**src/rtl/board_pkg.sv**
```systemverilog
// Shared codes, VGA timing defaults, pixel-pipeline payloads and the card palette
// for the board display path.
package board_pkg;

  localparam int unsigned HC_W  = 10;
  localparam int unsigned VC_W  = 10;
  localparam int unsigned OFF_W = 7;
  localparam int unsigned RGB_W = 24;

  // 640x480@60 timing
  localparam int unsigned H_ACTIVE_D = 640;
  localparam int unsigned H_FP_D     = 16;
  localparam int unsigned H_SYNC_D   = 96;
  localparam int unsigned H_BP_D     = 48;
  localparam int unsigned V_ACTIVE_D = 480;
  localparam int unsigned V_FP_D     = 10;
  localparam int unsigned V_SYNC_D   = 2;
  localparam int unsigned V_BP_D     = 33;

  localparam logic [3:0] CS_HIDDEN     = 4'd0;
  localparam logic [3:0] CS_MATCHED_P1 = 4'd9;
  localparam logic [3:0] CS_MATCHED_P2 = 4'd10;

  localparam logic [2:0] GS_P1_WIN = 3'd4;
  localparam logic [2:0] GS_P2_WIN = 3'd5;

  localparam logic [RGB_W-1:0] BLACK_RGB = 24'h000000;
  localparam logic [RGB_W-1:0] BG_RGB    = 24'h202020;
  localparam logic [RGB_W-1:0] P1_RGB    = 24'h0000FF;
  localparam logic [RGB_W-1:0] P2_RGB    = 24'hFF0000;
  localparam logic [RGB_W-1:0] WIN_RGB   = 24'hFFD700;

  typedef struct packed {
    logic             hit;
    logic [1:0]       idx;
    logic [OFF_W-1:0] off;
  } axis_hit_t;

  typedef struct packed {
    logic       active;
    logic       hsync;
    logic       vsync;
    logic       bar;
    logic       in_cell;
    logic       rim;
    logic [3:0] idx;
  } pix_info_t;

  function automatic logic [RGB_W-1:0] palette(input logic [3:0] cs);
    logic [RGB_W-1:0] c;
    c = 24'hFF00FF;
    case (cs)
      CS_HIDDEN:     c = 24'hFFFFFF;
      4'd1:          c = 24'hFF8000;
      4'd2:          c = 24'hFFFF00;
      4'd3:          c = 24'h00FF00;
      4'd4:          c = 24'h00FFFF;
      4'd5:          c = 24'h8000FF;
      4'd6:          c = 24'hFF0080;
      4'd7:          c = 24'h808000;
      4'd8:          c = 24'h008080;
      CS_MATCHED_P1: c = 24'h8080FF;
      CS_MATCHED_P2: c = 24'hFF8080;
      default:       c = 24'hFF00FF;
    endcase
    return c;
  endfunction

endpackage

```
**src/rtl/vga_timing.sv**
```systemverilog
// Pixel-enable divider and raster counters; sync/active flags are registered
// alongside the counters so they always describe the current counter value.
module vga_timing
  import board_pkg::*;
#(
  parameter int unsigned CLK_DIV  = 2,
  parameter int unsigned H_ACTIVE = H_ACTIVE_D,
  parameter int unsigned H_FP     = H_FP_D,
  parameter int unsigned H_SYNC   = H_SYNC_D,
  parameter int unsigned H_BP     = H_BP_D,
  parameter int unsigned V_ACTIVE = V_ACTIVE_D,
  parameter int unsigned V_FP     = V_FP_D,
  parameter int unsigned V_SYNC   = V_SYNC_D,
  parameter int unsigned V_BP     = V_BP_D
) (
  input  logic            clk,
  input  logic            rst,
  output logic            pe_o,
  output logic [HC_W-1:0] hcount_o,
  output logic [VC_W-1:0] vcount_o,
  output logic            hsync_o,
  output logic            vsync_o,
  output logic            active_o
);

  localparam int unsigned H_TOTAL = H_ACTIVE + H_FP + H_SYNC + H_BP;
  localparam int unsigned V_TOTAL = V_ACTIVE + V_FP + V_SYNC + V_BP;
  localparam int unsigned DIV_W   = (CLK_DIV > 1) ? $clog2(CLK_DIV) : 1;

  logic [DIV_W-1:0] div_q, div_d;
  logic             pe_q, pe_d;
  logic [HC_W-1:0]  h_q, h_d;
  logic [VC_W-1:0]  v_q, v_d;
  logic             hs_q, hs_d, vs_q, vs_d, act_q, act_d;

  always_comb begin
    div_d = (div_q == DIV_W'(CLK_DIV - 1)) ? '0 : div_q + 1'b1;
    pe_d  = (div_d == DIV_W'(CLK_DIV - 1));
    h_d   = h_q;
    v_d   = v_q;
    if (pe_q) begin
      if (h_q == HC_W'(H_TOTAL - 1)) begin
        h_d = '0;
        v_d = (v_q == VC_W'(V_TOTAL - 1)) ? '0 : v_q + 1'b1;
      end else begin
        h_d = h_q + 1'b1;
      end
    end
    hs_d  = !((h_d >= HC_W'(H_ACTIVE + H_FP)) && (h_d < HC_W'(H_ACTIVE + H_FP + H_SYNC)));
    vs_d  = !((v_d >= VC_W'(V_ACTIVE + V_FP)) && (v_d < VC_W'(V_ACTIVE + V_FP + V_SYNC)));
    act_d = (h_d < HC_W'(H_ACTIVE)) && (v_d < VC_W'(V_ACTIVE));
  end

  always_ff @(posedge clk or negedge rst) begin
    if (!rst) begin
      div_q <= '0;
      pe_q  <= 1'b0;
      h_q   <= '0;
      v_q   <= '0;
      hs_q  <= 1'b1;
      vs_q  <= 1'b1;
      act_q <= 1'b1;
    end else begin
      div_q <= div_d;
      pe_q  <= pe_d;
      h_q   <= h_d;
      v_q   <= v_d;
      hs_q  <= hs_d;
      vs_q  <= vs_d;
      act_q <= act_d;
    end
  end

  assign pe_o     = pe_q;
  assign hcount_o = h_q;
  assign vcount_o = v_q;
  assign hsync_o  = hs_q;
  assign vsync_o  = vs_q;
  assign active_o = act_q;

endmodule

```
**src/rtl/vga_board_renderer.sv**
```systemverilog
// Renders the 4x4 card grid, cursor outline and status bar from a once-per-frame
// board snapshot; two pixel-enable pipeline stages between counters and pins.
module vga_board_renderer
  import board_pkg::*;
#(
  parameter int unsigned CLK_DIV  = 2,
  parameter int unsigned CELL     = 100,
  parameter int unsigned GAP      = 10,
  parameter int unsigned X0       = 100,
  parameter int unsigned Y0       = 10,
  parameter int unsigned BORDER   = 4,
  parameter int unsigned BAR_Y    = 460,
  parameter int unsigned H_ACTIVE = H_ACTIVE_D,
  parameter int unsigned H_FP     = H_FP_D,
  parameter int unsigned H_SYNC   = H_SYNC_D,
  parameter int unsigned H_BP     = H_BP_D,
  parameter int unsigned V_ACTIVE = V_ACTIVE_D,
  parameter int unsigned V_FP     = V_FP_D,
  parameter int unsigned V_SYNC   = V_SYNC_D,
  parameter int unsigned V_BP     = V_BP_D
) (
  input  logic        clk,
  input  logic        rst,
  input  logic [63:0] cards,
  input  logic [3:0]  cursor,
  input  logic        player,
  input  logic [2:0]  game_state,
  output logic        hsync,
  output logic        vsync,
  output logic [7:0]  r,
  output logic [7:0]  g,
  output logic [7:0]  b,
  output logic        frame_start
);

  localparam int unsigned PITCH   = CELL + GAP;
  localparam int unsigned H_TOTAL = H_ACTIVE + H_FP + H_SYNC + H_BP;
  localparam int unsigned V_TOTAL = V_ACTIVE + V_FP + V_SYNC + V_BP;
  localparam pix_info_t   S1_RST  = '{active: 1'b0, hsync: 1'b1, vsync: 1'b1, bar: 1'b0,
                                      in_cell: 1'b0, rim: 1'b0, idx: 4'd0};

  logic            pe, t_hs, t_vs, t_act;
  logic [HC_W-1:0] hcount;
  logic [VC_W-1:0] vcount;

  vga_timing #(
    .CLK_DIV(CLK_DIV), .H_ACTIVE(H_ACTIVE), .H_FP(H_FP), .H_SYNC(H_SYNC), .H_BP(H_BP),
    .V_ACTIVE(V_ACTIVE), .V_FP(V_FP), .V_SYNC(V_SYNC), .V_BP(V_BP)
  ) u_timing (
    .clk(clk), .rst(rst), .pe_o(pe), .hcount_o(hcount), .vcount_o(vcount),
    .hsync_o(t_hs), .vsync_o(t_vs), .active_o(t_act)
  );

  // Compare chain over the four cell positions along one axis.
  function automatic axis_hit_t axis_hit(input logic [HC_W-1:0] c, input int unsigned base);
    axis_hit_t h;
    h = '0;
    for (int i = 0; i < 4; i++) begin
      if ((32'(c) >= base + i * PITCH) && (32'(c) < base + i * PITCH + CELL)) begin
        h.hit = 1'b1;
        h.idx = 2'(i);
        h.off = OFF_W'(32'(c) - base - i * PITCH);
      end
    end
    return h;
  endfunction

  logic [63:0]      snap_cards_q, snap_cards_d;
  logic [3:0]       snap_cur_q, snap_cur_d;
  logic             snap_ply_q, snap_ply_d;
  logic [2:0]       snap_gs_q, snap_gs_d;
  logic             fs_q, fs_d, snap_c;
  axis_hit_t        hx, hy;
  pix_info_t        s1_q, s1_d;
  logic [RGB_W-1:0] rgb_q, rgb_d, pix, ply_rgb;
  logic             hs_q, hs_d, vs_q, vs_d;
  logic [3:0]       nib;

  always_comb begin
    snap_c       = pe && (hcount == HC_W'(H_TOTAL - 1)) && (vcount == VC_W'(V_TOTAL - 1));
    snap_cards_d = snap_c ? cards      : snap_cards_q;
    snap_cur_d   = snap_c ? cursor     : snap_cur_q;
    snap_ply_d   = snap_c ? player     : snap_ply_q;
    snap_gs_d    = snap_c ? game_state : snap_gs_q;
    fs_d         = snap_c;
  end

  // Stage 1: hit test and sync/active alignment.
  always_comb begin
    hx   = axis_hit(hcount, X0);
    hy   = axis_hit(HC_W'(vcount), Y0);
    s1_d = s1_q;
    if (pe) begin
      s1_d.active  = t_act;
      s1_d.hsync   = t_hs;
      s1_d.vsync   = t_vs;
      s1_d.bar     = (vcount >= VC_W'(BAR_Y));
      s1_d.in_cell = hx.hit && hy.hit;
      s1_d.idx     = {hy.idx, hx.idx};
      s1_d.rim     = (hx.off < OFF_W'(BORDER)) || (hx.off >= OFF_W'(CELL - BORDER)) ||
                     (hy.off < OFF_W'(BORDER)) || (hy.off >= OFF_W'(CELL - BORDER));
    end
  end

  // Stage 2: colour by priority.
  always_comb begin
    rgb_d   = rgb_q;
    hs_d    = hs_q;
    vs_d    = vs_q;
    nib     = snap_cards_q[{s1_q.idx, 2'b00} +: 4];
    ply_rgb = snap_ply_q ? P2_RGB : P1_RGB;
    pix     = BG_RGB;
    if (!s1_q.active) begin
      pix = BLACK_RGB;
    end else if (s1_q.bar) begin
      pix = ((snap_gs_q == GS_P1_WIN) || (snap_gs_q == GS_P2_WIN)) ? WIN_RGB : ply_rgb;
    end else if (s1_q.in_cell && s1_q.rim && (s1_q.idx == snap_cur_q)) begin
      pix = ply_rgb;
    end else if (s1_q.in_cell) begin
      pix = palette(nib);
    end
    if (pe) begin
      rgb_d = pix;
      hs_d  = s1_q.hsync;
      vs_d  = s1_q.vsync;
    end
  end

  always_ff @(posedge clk or negedge rst) begin
    if (!rst) begin
      snap_cards_q <= {16{CS_HIDDEN}};
      snap_cur_q   <= '0;
      snap_ply_q   <= 1'b0;
      snap_gs_q    <= '0;
      fs_q         <= 1'b0;
      s1_q         <= S1_RST;
      rgb_q        <= BLACK_RGB;
      hs_q         <= 1'b1;
      vs_q         <= 1'b1;
    end else begin
      snap_cards_q <= snap_cards_d;
      snap_cur_q   <= snap_cur_d;
      snap_ply_q   <= snap_ply_d;
      snap_gs_q    <= snap_gs_d;
      fs_q         <= fs_d;
      s1_q         <= s1_d;
      rgb_q        <= rgb_d;
      hs_q         <= hs_d;
      vs_q         <= vs_d;
    end
  end

  assign hsync       = hs_q;
  assign vsync       = vs_q;
  assign r           = rgb_q[23:16];
  assign g           = rgb_q[15:8];
  assign b           = rgb_q[7:0];
  assign frame_start = fs_q;

endmodule

```
**config.mk**
```make
export PLATFORM = sky130hd
export DESIGN_NAME = vga_board_renderer
export DESIGN_NICKNAME = d
export VERILOG_FILES = /design/src/rtl/board_pkg.sv /design/src/rtl/vga_timing.sv /design/src/rtl/vga_board_renderer.sv
export SDC_FILE = /design/constraint.sdc
export NUM_CORES = 1
export LEC_CHECK = 0
export CAP_MARGIN = 20
export CORE_MARGIN = 2
export CORE_UTILIZATION = 49
export DETAILED_ROUTE_END_ITERATION = 7
export PLACE_DENSITY = 0.69
export SLEW_MARGIN = 20
export SYNTH_ARGS = -nofsm -noshare
export SYNTH_HDL_FRONTEND = slang
export SYNTH_HIERARCHICAL = 1
export SYNTH_SLANG_ARGS = --single-unit
export TNS_END_PERCENT = 30
```
**constraint.sdc**
```tcl
create_clock -name clk -period 3.5 [get_ports clk]
set_input_delay 0.7 -clock clk [delete_from_list [all_inputs] [get_ports clk]]
set_output_delay 0.7 -clock clk [all_outputs]
set_load 0.05 [all_outputs]
```
==> flow_summary.toml <==
[run_status]
outcome = "finished clean"

[route]
ant_nets = 0
drt_wl_total_um = 16200
route.detailed.drc = 0
drtIter0Drc = 481
vias = 5435
post_drt_via_cell_ratio = 5.86
wl_per_cell_um = 17.5
drt-pass1-iter-count = 5

[cells_and_area]
final_cells = 927
antenna_cells = 0
finish.utilization = 0.628
syn2layout_area_growth_pct = 24.3
finalNetCount = 827
fillers = 1082
drive_above_1_share = 0.175

[synth]
yosysWarnings = 6
ys_top_cells_by_area = "dfrtp_1, mux2_2, mux4_2"
ys_async_sr_fraction = 1.00
synth-edff-count = 0
yosys_register_bits = 118
yosysTopAreaCell = "dfrtp_1"
synthesis.area_um2 = 7040
avgSynthCellArea_um2 = 10.8
synth_largest_type_area_fraction = 0.395
synth_cell_types = 77
synth_most_common_cell = "dfrtp_1"
ys.flop_type = "dfrtp_1"
synthTopCellsByCount = "dfrtp_1, mux2_2, inv_1, nand2_1, nor2_1"
synth-seq-area-share = 0.421
synth_nets = 746
synthCells = 654

[die]
die_h_um = 124
core_area_um2 = 13900
pin_count = 101
start_util = 0.505
dieArea_um2 = 15300
rows = 43
die_width_um = 124

[sta]
timing.setup.tns_ps = 0
rsz0062_at_grt = "false"
setup_violations = 0
hold_viol_final = 0
finalCriticalPeriod_ps = 3190
fin_skew_ps = 7.17
relSlewSlack = 0.515
fmax_mhz = 313
worstMarginPinSlew_ps = 727
finalMaxSlewViolations = 0
finalCritPeriodShare = 0.912
whs_ps = 339

[cts]
cts_resized = 0
htree_levels = 4
cts-hold-fix-buffers = 0
clk_latency_ps = 420
post_cts_buffers = 0
cts_buffer_depth = 2
cts.sinks = 118
cts_buffers = 17
cts_tree = "yes"
cts_root_buf = "clkbuf_16"
clk_transition_reported_paths_ps = 60

[power_and_ir_drop]
p_per_area_nw_per_um2 = 386
ir_worst_vdd_mv = 0.290
p_seq_frac = 0.405
leakagePower_nw = 3.86
p_sw_mw = 0.671
p_sw_frac = 0.199
power_mw = 3.37
p_int_mw = 2.70
power.share.clock = 0.562
combPwrFrac = 0.033

[setup_path]
cp-start-kind = "flip-flop"
end_kind = "flip-flop"
critical_path.max_fanout = 5
r2r-start = "u_timing/vcount_o[1]"
startpoint = "u_timing/vcount_o[1]"
required_ps = 3850
rrSetupSlack_ps = 310
critical_path_class = "reg2reg"
arrival_ps = 3550

[place]
place.gp.congestion = 0.845
place.detailed.hpwl_um = 11600
port_buffers = 99
dp.cells = 896

[grt]
grt_pass1_wl_um = 26200
grt_use_total = 0.221
grt_pass1_vias = 5325
grt-ovfl-total = 0
antenna_found_initial = 0
grt_start_max_net_pins = 73

[worst_hold_path]
hold_class = "in2async"

[job]
drv_cap = 0
-- worst paths after layout --
path                                     end  cells after the start
max reg2reg                          s1_q[4]                     13
min                              frame_start                      1
min reg2reg                     snap_gs_q[2]                      1
max in group asynchronous  u_timing/active_o                      2
max                                  s1_q[4]                     13
min in group clk                snap_gs_q[2]                      1
-- power groups by stage --
| stage | combinational [mW] | clock, mW | sequential, mW |
|---|---|---|---|
| CTS | 0.114 | 1.93 | 1.37 |
| floorplan | 0.000704 | 0 | 1.39 |
| detailed placement | 0.113 | 0 | 1.39 |
| global route | 0.121 | 2.00 | 1.36 |
| global placement | 0.112 | 0 | 1.39 |
| finish | 0.111 | 1.90 | 1.37 |
-- sequential cells by signal (all words and copies together), names as in the netlist --
name and cells:
s1_q 10, snap_gs_q 2, u_timing/vcount_o 10, hsync 1, snap_cur_q 4, rgb_q 10, vsync 1, u_timing/active_o 1
snap_ply_q 1, u_timing/pe_o 1, u_timing/hsync_o 1, snap_cards_q 64, frame_start 1, u_timing/hcount_o 10, u_timing/vsync_o 1
-- placed cells by master, fill, tap and decap left out, drive strengths merged, types with 12 or more instances in the layout --
cell type,synthesis,routed
nor4,12,12
o21ai,33,33
xor2,14,14
clkbuf,14,17
clkdlybuf4s50,0,98
buf,35,13
nand3,16,16
ha,18,18
mux2,78,78
inv,38,40
xnor2,21,21
mux4,19,19
a21oi,26,26
nand2,38,38
dfrtp,111,111
nor2,33,33
nand4,12,12
nor3,19,19
-- worst max-delay path, stage by stage (launching register included) --
cell and delay (ps):
dfrtp_1 370, inv_1 140, ha_1 250, xor2_1 380, inv_1 140, ha_1 270
nor3_1 150, a21oi_1 60, nor2_1 90, o21ai_1 90, a211o_1 290, or4b_1 490
o2bb2a_1 260, o32a_1 150
-- layout make-up --
type | instances | area [µm²] | area share
Multi-Input combinational cell | 449 | 3650 | 0.418
Sequential cell | 118 | 2960 | 0.339
Timing Repair Buffer | 111 | 1120 | 0.128
Clock buffer | 17 | 425 | 0.0486
Tap cell | 180 | 225 | 0.0257
Clock inverter | 14 | 224 | 0.0256
Inverter | 38 | 143 | 0.0163
-- metrics by stage --
stage | instance area, µm² | setup slack, ps
3_3_place_gp | 8100 | 433
4_1_cts | 8750 | 329
2_1_floorplan | 7040 | 379
5_1_grt | 8750 | 97.3
6_report | 8750 | 307
3_5_place_dp | 8100 | 351
-- routing by layer --
layer | GRT usage | wire (µm) | share of wire | vias to the layer above
li1 | - | - | - | 2549
met1 | 0.289 | 6950 | 0.43 | 2693
met2 | 0.363 | 8150 | 0.50 | 168
met3 | 0.0490 | 823 | 0.051 | 25
met4 | 0.0788 | 267 | 0.016 | 0
met5 | 0 | 0 | 0 | -
-- cells by family (layout without fill, tap and decap cells) --
family / count (synthesis) / in the layout / share of synthesized area
AO/OA/AOI/OAI: 123 / 123 / 0.117
XOR/XNOR: 35 / 35 / 0.0446
adder cells (fa/ha/maj): 18 / 18 / 0.0320
buffers and inverters: 87 / 180 / 0.0598
flip-flops: 118 / 118 / 0.421
multiplexers: 101 / 101 / 0.194
AND/OR/NAND/NOR: 172 / 172 / 0.131
No activity file was read; power rests on OpenSTA's default activity.
